==> src/rtl/dc_token_ring_rd_stage.sv <==
// Read-side endpoint of a dual-clock token-ring channel: synchronises write tokens, streams words, returns read pointer.
// Optional output register enabled by defining DC_RD_STAGE_OUTREG_EN (default: combinational pass-through).
module dc_token_ring_rd_stage #(
    parameter int DATA_WIDTH   = 32,
    parameter int BUFFER_WIDTH = 8
) (
    input  logic                    clk_i,
    input  logic                    rst_ni,
    input  logic [BUFFER_WIDTH-1:0] write_token,
    input  logic [DATA_WIDTH-1:0]   data_async,
    output logic [BUFFER_WIDTH-1:0] read_pointer,
    output logic                    valid_o,
    output logic [DATA_WIDTH-1:0]   data_o,
    input  logic                    ready_i,
    output logic                    empty_o
);

    localparam int PTR_W = $clog2(BUFFER_WIDTH);
    localparam logic [PTR_W-1:0] LAST_POS = PTR_W'(BUFFER_WIDTH - 1);

    logic [BUFFER_WIDTH-1:0] wt_meta;
    logic [BUFFER_WIDTH-1:0] wt_sync;
    logic [BUFFER_WIDTH-1:0] rd_tog;
    logic [PTR_W-1:0]        rd_pos;
    logic                    avail;
    logic                    accept;
    logic                    pop;

    // Per-bit synchronisation is safe: each remote write flips exactly one token bit.
    always_ff @(posedge clk_i or negedge rst_ni) begin
        if (!rst_ni) begin
            wt_meta <= '0;
            wt_sync <= '0;
        end else begin
            wt_meta <= write_token;
            wt_sync <= wt_meta;
        end
    end

    assign avail   = wt_sync[rd_pos] ^ rd_tog[rd_pos];
    assign pop     = avail && accept;
    assign empty_o = !avail;

    // rd_pos always equals the write side's mux index derived from read_pointer.
    always_ff @(posedge clk_i or negedge rst_ni) begin
        if (!rst_ni) begin
            rd_tog <= '0;
            rd_pos <= '0;
        end else if (pop) begin
            rd_tog[rd_pos] <= ~rd_tog[rd_pos];
            rd_pos         <= (rd_pos == LAST_POS) ? '0 : rd_pos + PTR_W'(1);
        end
    end

    assign read_pointer = rd_tog;

`ifdef DC_RD_STAGE_OUTREG_EN
    logic                  oreg_valid;
    logic [DATA_WIDTH-1:0] oreg_data;

    assign accept = !oreg_valid || ready_i;

    always_ff @(posedge clk_i or negedge rst_ni) begin
        if (!rst_ni) begin
            oreg_valid <= 1'b0;
            oreg_data  <= '0;
        end else if (pop) begin
            oreg_valid <= 1'b1;
            oreg_data  <= data_async;
        end else if (ready_i) begin
            oreg_valid <= 1'b0;
        end
    end

    assign valid_o = oreg_valid;
    assign data_o  = oreg_data;
`else
    assign accept  = ready_i;
    assign valid_o = avail;
    assign data_o  = data_async;
`endif

endmodule

==> config.mk <==
export PLATFORM = sky130hd
export DESIGN_NAME = dc_token_ring_rd_stage
export DESIGN_NICKNAME = d
export VERILOG_FILES = /design/src/rtl/dc_token_ring_rd_stage.sv
export SDC_FILE = /design/constraint.sdc
export NUM_CORES = 1
export LEC_CHECK = 0
export ABC_AREA = 0
export ABC_CLOCK_PERIOD_IN_PS = 5500
export CAP_MARGIN = 15
export CORE_ASPECT_RATIO = 1.75
export CORE_MARGIN = 2
export CORE_UTILIZATION = 40
export CTS_BUF_LIST = sky130_fd_sc_hd__clkbuf_4
export DETAILED_ROUTE_END_ITERATION = 10
export PLACE_DENSITY = 0.82
export SETUP_SLACK_MARGIN = 0.1
export SYNTH_ARGS = -nofsm -noshare
export SYNTH_HDL_FRONTEND = slang
export SYNTH_SLANG_ARGS = --single-unit
==> constraint.sdc <==
create_clock -name clk_i -period 5.5 [get_ports clk_i]
set_input_delay 0.55 -clock clk_i [delete_from_list [all_inputs] [get_ports clk_i]]
set_output_delay 0.55 -clock clk_i [all_outputs]
set_load 0.02 [all_outputs]
==> summary.txt <==
Status
  • Status: finished, final reports clean

Synthesis
  • Area fraction of the dominant cell type after synthesis: 47.4%
  • Syn nets: 177
  • Post-synthesis instance area: 1430 um2
  • Post-synth EDFFs: 0
  • Average cell area after synthesis: 10.8 um2
  • Synth top area cells: dfrtp_1, buf_4, mux2_1
  • Post-synth cell types: 34
  • Synth warn: 0
  • Seq cells post-synth: 27
  • Seq/Total Area, Yosys: 47.4%
  • Most used DFF post-synth: dfrtp_1
  • Largest area contributor in the netlist: dfrtp_1
  • Post-Syn Instances: 132
  • Async set-reset flop share out of synthesis: 100%

Global routing
  • Met3 usage: 2.70%
  • Total GRT Usage: 12.6%
  • Initial antenna violation count: 0
  • Largest net degree at the start of global routing: 28
  • Gr ovfl total: 0
  • Grt peak-use layer: met2
  • Met1 global-route usage: 13.0%
  • Met2 usage: 21.3%
  • Global-route wire length before repair: 4.01 mm
  • Vias in the first global route: 887

Finish
  • Ant. Diodes: 0
  • Area of the multi-input gates: 459 um2
  • Register Area: 676 um2
  • Layout cells sized above 1: 9.17%
  • Nets: 166
  • Fillers: 331
  • Area Growth Syn to Fin: 3.51%
  • Post-layout util: 43.4%

Placement
  • Pre-CTS setup slack: 2.60 ns
  • Placed wire-length estimate: 1.86 mm
  • RePlAce Congestion: 0.894
  • IO Port Bufs: 20

Critical path
  • Reg2reg start: rd_pos[2]
  • Critical path startpoint: rd_pos[0]
  • Critical path startpoint category: flip-flop
  • Critical path endpoint category: primary output
  • Max Fanout on Critical Path: 16
  • CP Data Required Time: 4.95 ns
  • Worst EP arrival: 2.73 ns
  • Setup CP Type: reg -> out

Timing
  • Relative slew slack: 62.6%
  • Final hold violation count: 0
  • Fin. max-slew vios: 0
  • Tcrit/Tclk final: 59.6%
  • RSZ-0062 raised after global routing: no
  • Setup Skew: 0.00448 ns
  • PnR worst setup slack: 2.22 ns
  • WHS: 0.364 ns
  • Final setup vio count: 0
  • Slew of the pin with the lowest slew margin: 0.559 ns
  • Min Tclk post-route: 3.28 ns
  • Fmax: 305 MHz
  • Total negative slack: 0 ns

CTS
  • CTS HTree Levels: 1
  • Post_cts resized: 0
  • Clk sinks: 27
  • Cts hold-fix bufs: 0
  • Root buffer cell: clkbuf_4
  • Clock Pin Slew Worst Setup and Hold Paths: 0.13 ns
  • Post-CTS setup buffer count: 0
  • TritonCTS Buffers: 3
  • TritonCTS clock tree: yes
  • Max Root-Sink Buffers: 2
  • Worst-Skew Late Latency: 0.31 ns

Routing
  • DR WL/cell: 14.8 um
  • Vias per std cell: 5.44
  • Final ANT Viol Nets: 0
  • First-pass detailed-route iteration total: 4
  • Via count: 898
  • Detailed Route WL: 2.44 mm
  • DR iter-0 viols: 17
  • DRC violations left: 0

Worst hold path
  • Hold Crit Start: wt_meta[1]
  • Worst Hold Class: reg -> reg

Pwr
  • Total power: 0.930 mW
  • Leakage: 0.619 nW
  • Worst vdd ir: 0.384 mV
  • Cell Pwr Density: 631 nW/um2

Floorplanning
  • Core Region: 3400 um2
  • Placement row count: 28
  • # IOs: 85
  • Initial Util: 41.9%
  • Die X: 49.1 um
  • Die Y-Extent: 83.0 um
  • Die area: 4080 um2

Flow run
  • # Max-Cap Violations: 0
-- worst max-delay path: stages (launching register included) --
cell	delay (ns)
dfrtp_1	0.66
inv_1	0.11
o32ai_1	0.52
nor3_1	0.10
buf_4	0.20
xor2_1	0.17
inv_1	0.07
clkdlybuf4s50_1	0.59
-- state kept, by name, summed over array words and instances, names as in the netlist --
name	count
read_pointer	8
wt_sync	8
wt_meta	8
rd_pos	3
-- layout by cell type, fill, tap and decap left out, types with 4 or more instances in the layout --
master and instances:
clkbuf_4 4, inv_1 5, nand2_1 5, dfrtp_1 27, mux2i_1 4, clkdlybuf4s50_1 20
o21ai_1 4, mux2_1 4, a31oi_1 7
-- cell type report --
type | instances | share of cell area, %
clock buffers | 4 | 2.04
inverters | 5 | 1.27
multi-input cells | 62 | 31.1
flip-flops and latches | 27 | 45.8
well taps | 45 | 3.82
repair buffers | 22 | 15.9
-- logic make-up (layout without fill, tap and decap cells) --
family,after synthesis,after routing,share of synthesized area [%]
buffers and inverters,43,31,20.4
AO/OA/AOI/OAI,29,29,14.1
flip-flops,27,27,47.4
AND/OR/NAND/NOR,21,21,8.16
multiplexers,9,9,7.55
adder cells (fa/ha/maj),2,2,1.76
XOR/XNOR,1,1,0.615
-- report_power, final --
part	leakage, nW	internal (mW)	total, mW	switching (mW)
clock	0.0184	0.0332	0.0855	0.0523
sequential	0.297	0.241	0.316	0.0747
combinational	0.303	0.247	0.529	0.282
total	0.619	0.521	0.930	0.409
-- through the flow --
step,cell area (um2),cells
after floorplan,1430,132
after global placement,1420,160
after detailed placement,1420,160
after CTS,1450,164
after global routing,1480,165
final,1480,165
-- synthesized netlist by cell type, types with 2 or more instances --
cell type,number
buf_4,33
and2_1,2
ha_1,2
inv_1,5
o21ai_1,4
buf_2,4
nand2_1,5
mux2_1,4
nor2_1,3
o41ai_1,2
mux2i_1,4
a31oi_1,7
o31ai_1,3
nand3_1,3
o21ai_0,3
a21oi_1,2
dfrtp_1,27
nor2b_1,3
-- path summary, 6_finish.rpt --
| check | end | slack (ns) | depth (start not counted) |
|---|---|---|---|
| worst max-delay path | empty_o | 2.22 | 7 |
| max in group asynchronous | wt_meta[1] | 4.50 | 2 |
| worst max register to register | rd_pos[1] | 3.11 | 5 |
| worst min-delay path | wt_sync[1] | 0.36 | 0 |
| min in group asynchronous | wt_meta[4] | 0.56 | 1 |
| worst min register to register | wt_sync[1] | 0.36 | 0 |
-- metal layers --
layer / routed length, um / share of wire (%) / vias up
li1: - / - / 403
met1: 841 / 34 / 438
met2: 1330 / 54 / 39
met3: 145 / 5.9 / 18
met4: 125 / 5.1 / 0
met5: 0 / 0 / -
(Power assumes the default switching activity.)
==> RTL change 1: new RTL, same flow settings <==
Build with the macro `DC_RD_STAGE_OUTREG_EN` defined.
--- a/src/rtl/dc_token_ring_rd_stage.sv
+++ b/src/rtl/dc_token_ring_rd_stage.sv
@@ -1,5 +1,7 @@
 // Read-side endpoint of a dual-clock token-ring channel: synchronises write tokens, streams words, returns read pointer.
 // Optional output register enabled by defining DC_RD_STAGE_OUTREG_EN (default: combinational pass-through).
+`define DC_RD_STAGE_OUTREG_EN
+
 module dc_token_ring_rd_stage #(
     parameter int DATA_WIDTH   = 32,
     parameter int BUFFER_WIDTH = 8
Function: changed (Yosys sat finds a counterexample within 4 cycles, from zero or initial values and one cycle with rst_ni low).
==> RTL change 1 against the unedited design <==
- via count is 88% higher
- largest power group unchanged
- clock skew grew 0.0099 ns
- critical path depth decreased by 2
- area after synthesis increased by 80%
- maximum frequency down 12%
- routed wire length is 120% higher
- final cell count rose by 110%
- setup slack lost 0.44 ns
- power grew to 2.9 times the old value
- first-iteration DRC count increased to 2.6 times the old value
- final area is 140% higher
- sequential cell count is 33 higher
- register-to-register slack worse by 0.95 ns
==> RTL change 1: results (changes against the unedited design) <==
| Metric | Value |
|---|---|
| Net Sw Frac | `38.79% (-5.2 points)` |
| Final non-clock buffer share | `23.82% (+7.9 points)` |
| R2R Setup Slk | `2.16 ns (-0.95 ns)` |
| Post-Synth XOR/XNOR Area | `0.3418% (-0.27 points)` |
| Maximum VDD drop | `435.7 uV (+13%)` |
| Worst path top cell family by delay | `simple AND/OR/NAND/NOR gates` |
| Worst-Skew Late Latency | `0.42 ns (+0.11 ns)` |
| Status | `complete, no violations` |
| Clk pwr share | `12.3% (+3.1 points)` |
| Num CTS Buffers | `9 (+6)` |
| Die area | `0.007088 mm2 (+74%)` |
| Synth Area in Compound Gates | `8.691% (-5.4 points)` |
| Combinational cell power | `1.59 mW (+200%)` |
| Post-synth net total | `213 (+20%)` |
| Synthesis-stage register bit count | `60 (+120%)` |
| IO buf count | `84 (+320%)` |
| Synth area leaders | `dfrtp_1 59%, mux2_4 18%, o21ai_0 3.3%` |
| P_leak | `1.548 nW (+150%)` |
| Post-DP HPWL | `3844 um (+110%)` |
| Placed Cells | `328 (+110%)` |
| Adder-cell share of the synthesized area | `0.9766% (-0.78 points)` |
| Worst Hold Class | `input port to async pin` |
| Synth unique cells | `33 (-2.9%)` |
| Initial drt markers | `44 (+27)` |
| Largest net degree at the start of global routing | `61 (+120%)` |
| Crit. Startpoint | `rd_pos[1]$_DFFE_PN0P_` |
| Worst reg2reg path depth | `6 (+1)` |
| FF-to-FF Start | `rd_pos[1]$_DFFE_PN0P_` |
| Seq/Total Area, Yosys | `58.59% (+11 points)` |
| Period utilization | `67.66% (+8.1 points)` |
| GRT Total Usage | `16.56% (+4.0 points)` |
| Share of layout cells above drive strength 1 | `24.62% (+15 points)` |
| Invs w/o clock | `3 (-2)` |
| Commonest cells post-synth | `60 x dfrtp_1, 30 x mux2_4, 17 x o21ai_0` |
| Filler cells | `523 (+58%)` |
| Fin Hold WS | `0.2500 ns (-0.1136 ns)` |
| FF+latch area | `0.001501 mm2 (+120%)` |
| Initial antenna violation count | `1 (+1)` |
| Fraction of area in multi-input gates | `26.83% (-4.3 points)` |
| Number of global-route vias before repair | `1695 (+91%)` |
| Place WS | `2.136 ns (-0.4665 ns)` |
| Slowest-stage cell, CP | `nor3_2` |
| Nets | `304 (+83%)` |
| CP max FO | `17 (+1)` |
-- RTL change 1: cell count changes after synthesis, moves of 4 or more --
| cell | change |
|---|---|
| mux2_2 | +5 |
| dfrtp_1 | +33 |
| buf_4 | -33 |
| mux2_1 | -4 |
| mux2_4 | +30 |
| buf_2 | -4 |
| o21ai_0 | +14 |
-- RTL change 1: layer usage --
layer | GRT usage [%] | part of all wire (%)
met4 | 10.03 | 2.4
met5 | 0 | 0
met3 | 4.708 | 4.4
met1 | 17.13 | 34
met2 | 29.32 | 59
-- RTL change 1: cells by family (layout without fill, tap and decap cells) --
logic type | count (synthesis) | count (layout)
DFF | 60 | 60
xor gates and xnor gates | 1 | 1
adders and majority gates | 2 | 2
and+or+nand+nor | 22 | 22
muxes | 40 | 40
buffers and inverters | 9 | 105
other | 0 | 1
AOI/OAI and AO/OA | 34 | 34
==> RTL change 2: new RTL, same flow settings <==
Made on the original files. `DATA_WIDTH`: 32 -> 48.
--- a/src/rtl/dc_token_ring_rd_stage.sv
+++ b/src/rtl/dc_token_ring_rd_stage.sv
@@ -1,7 +1,7 @@
 // Read-side endpoint of a dual-clock token-ring channel: synchronises write tokens, streams words, returns read pointer.
 // Optional output register enabled by defining DC_RD_STAGE_OUTREG_EN (default: combinational pass-through).
 module dc_token_ring_rd_stage #(
-    parameter int DATA_WIDTH   = 32,
+    parameter int DATA_WIDTH   = 48,
     parameter int BUFFER_WIDTH = 8
 ) (
     input  logic                    clk_i,
Interface: changed (resized data_async and data_o); port bits go from 85 to 117. No check against the original RTL was run, so the function may have changed too.
==> RTL change 2 against the unedited design <==
- first-iteration DRC count up 100%
- routed wire length up 20%
- die area up 7.9%
- power up 0.38%
- register-to-register slack better by 0.03 ns
- maximum frequency down 2.9%
- highest routed layer unchanged
- largest power group unchanged
- area after synthesis up 8.4%
- final area down 1.4%
- synthesized cell count up 12%
- clock power down 2.9%
- sequential cell count unchanged
- clock skew down 0.0024 ns
- setup slack worse by 0.097 ns
- largest cell class unchanged
==> RTL change 2: results (changes against the unedited design) <==
| Metric | Value |
|---|---|
| First-pass GRT wire length | `4719 um (+18%)` |
| CP max FO | `16 (unchanged)` |
| Synth Flop Type | `dfrtp_1` |
| Asr flop ratio synth | `100.0% (unchanged)` |
| CP arrival | `2.82 ns (+0.09 ns)` |
| Commonest cells post-synth | `49 x buf_4, 27 x dfrtp_1, 7 x a31oi_1` |
| Worst-Skew Late Latency | `0.32 ns` |
| Global placer's final weighted congestion | `0.8974 (+0.44%)` |
| Post-CTS setup buffer count | `0 (unchanged)` |
| Initial drt markers | `34 (+17)` |
| Syn Area/Cell | `10.44 um2 (-3.3%)` |
| Synth unique cells | `34 (unchanged)` |
| Via Count | `958 (+6.7%)` |
| Synth area leaders | `dfrtp_1 44%, buf_4 24%, mux2_1 2.9%` |
| Initial antenna violation count | `0 (unchanged)` |
| FF-to-FF Start | `rd_pos[2]$_DFFE_PN0P_` |
| Maximum root-to-sink buffer count | `2 (unchanged)` |
| Worst Hold Class | `flop to flop` |
| Maximum VDD drop | `354.1 uV (-7.8%)` |
| Nets | `182 (+9.6%)` |
| P_leak | `0.6103 nW (-1.4%)` |
| Routed wire length | `2933 um (+20%)` |
| Top-count cell post-synth | `buf_4` |
| Fin Clk Skew | `0.002106 ns (-0.002374 ns)` |
| Filler cells | `345 (+4.2%)` |
| Post-DP HPWL | `2229 um (+20%)` |
| Hold_sp | `wt_meta[0]$_DFF_PN0_` |
| Post-synth net total | `209 (+18%)` |
| Num CTS Buffers | `3 (unchanged)` |
| DRT Pass-1 Iters | `8 (+4)` |
| Avg WL per Cell | `17.67 um (+20%)` |
| Placed Cells | `162 (+1.3%)` |
| Largest net degree at the start of global routing | `28 (unchanged)` |
| Resized cells post-CTS | `0 (unchanged)` |
| Status | `complete, no violations` |
| Number of global-route vias before repair | `1046 (+18%)` |
| Root Buffer | `clkbuf_4` |
| Seq/Total Area, Yosys | `43.72% (-3.7 points)` |
| GRT Total Usage | `14.63% (+2.1 points)` |
| Share of layout cells above drive strength 1 | `9.167% (unchanged)` |
| IO buf count | `20 (unchanged)` |
| Max_slew headroom | `63.67% (+1.0 points)` |
| Warnings from Yosys | `0 (unchanged)` |
| CTS H-tree lvls | `1 (unchanged)` |
| # DRC | `0 (unchanged)` |
-- RTL change 2: cell types whose count changed after synthesis --
cell   unedited run  this run
buf_4            33        49
-- RTL change 2: cell families (layout without fill, tap and decap cells) --
group	count (synthesis)	count (layout)	share of synthesized area, %
adders and majority gates	2	2	1.619
xor gates and xnor gates	1	1	0.5669
buffers and inverters	59	31	26.56
AOI/OAI and AO/OA	29	29	13.04
and+or+nand+nor	21	21	7.530
DFF	27	27	43.72
muxes	9	9	6.963
-- RTL change 2: worst paths after layout --
kind | to | slack, ns | depth (start not counted)
setup / recovery | empty_o | 2.13 | 7
setup reg to reg | rd_pos[2]$_DFFE_PN0P_ | 3.14 | 5
hold / removal | wt_sync[0]$_DFF_PN0_ | 0.36 | 0
hold reg to reg | wt_sync[0]$_DFF_PN0_ | 0.36 | 0
max in group asynchronous | wt_sync[6]$_DFF_PN0_ | 4.68 | 2
min in group asynchronous | read_pointer[2]$_DFFE_PN0P_ | 0.57 | 2
-- RTL change 2: final cells by class --
cell class	instances	area share [%]
inverters	5	1.291
clock buffers	3	1.549
well taps	46	3.959
repair buffers	22	14.80
multi-input cells	62	31.58
flip-flops and latches	27	46.47
clock inverters	1	0.3442
-- RTL change 2: report_power, final --
| group | internal (mW) | total [mW] | switching [mW] |
|---|---|---|---|
| Sequential | 0.241 | 0.316 | 0.0749 |
| Combinational | 0.247 | 0.535 | 0.289 |
| Clock | 0.0273 | 0.0830 | 0.0557 |
| Total | 0.515 | 0.934 | 0.419 |
-- RTL change 2: routing by layer --
metal | GRT usage [%] | routed length (um) | up-vias
met5 | 0 | 0 | -
met4 | 20.15 | 287 | 0
met3 | 4.483 | 267 | 41
met2 | 23.85 | 1513 | 68
met1 | 11.27 | 865 | 443
li1 | - | - | 406
-- RTL change 2: stage by stage --
stage	setup slack (ns)	instance area, um2
detailed placement	2.510	1426
floorplan	2.887	1545
CTS	2.110	1454
global placement	2.662	1426
finish	2.126	1454
global route	1.938	1454
-- RTL change 2: worst max-delay path: stages (launching register included) --
cell and delay (ns):
dfrtp_1 0.67, inv_1 0.13, o32ai_1 0.55, nor3_1 0.10
buf_4 0.20, xor2_1 0.18, inv_1 0.07, clkdlybuf4s50_1 0.60
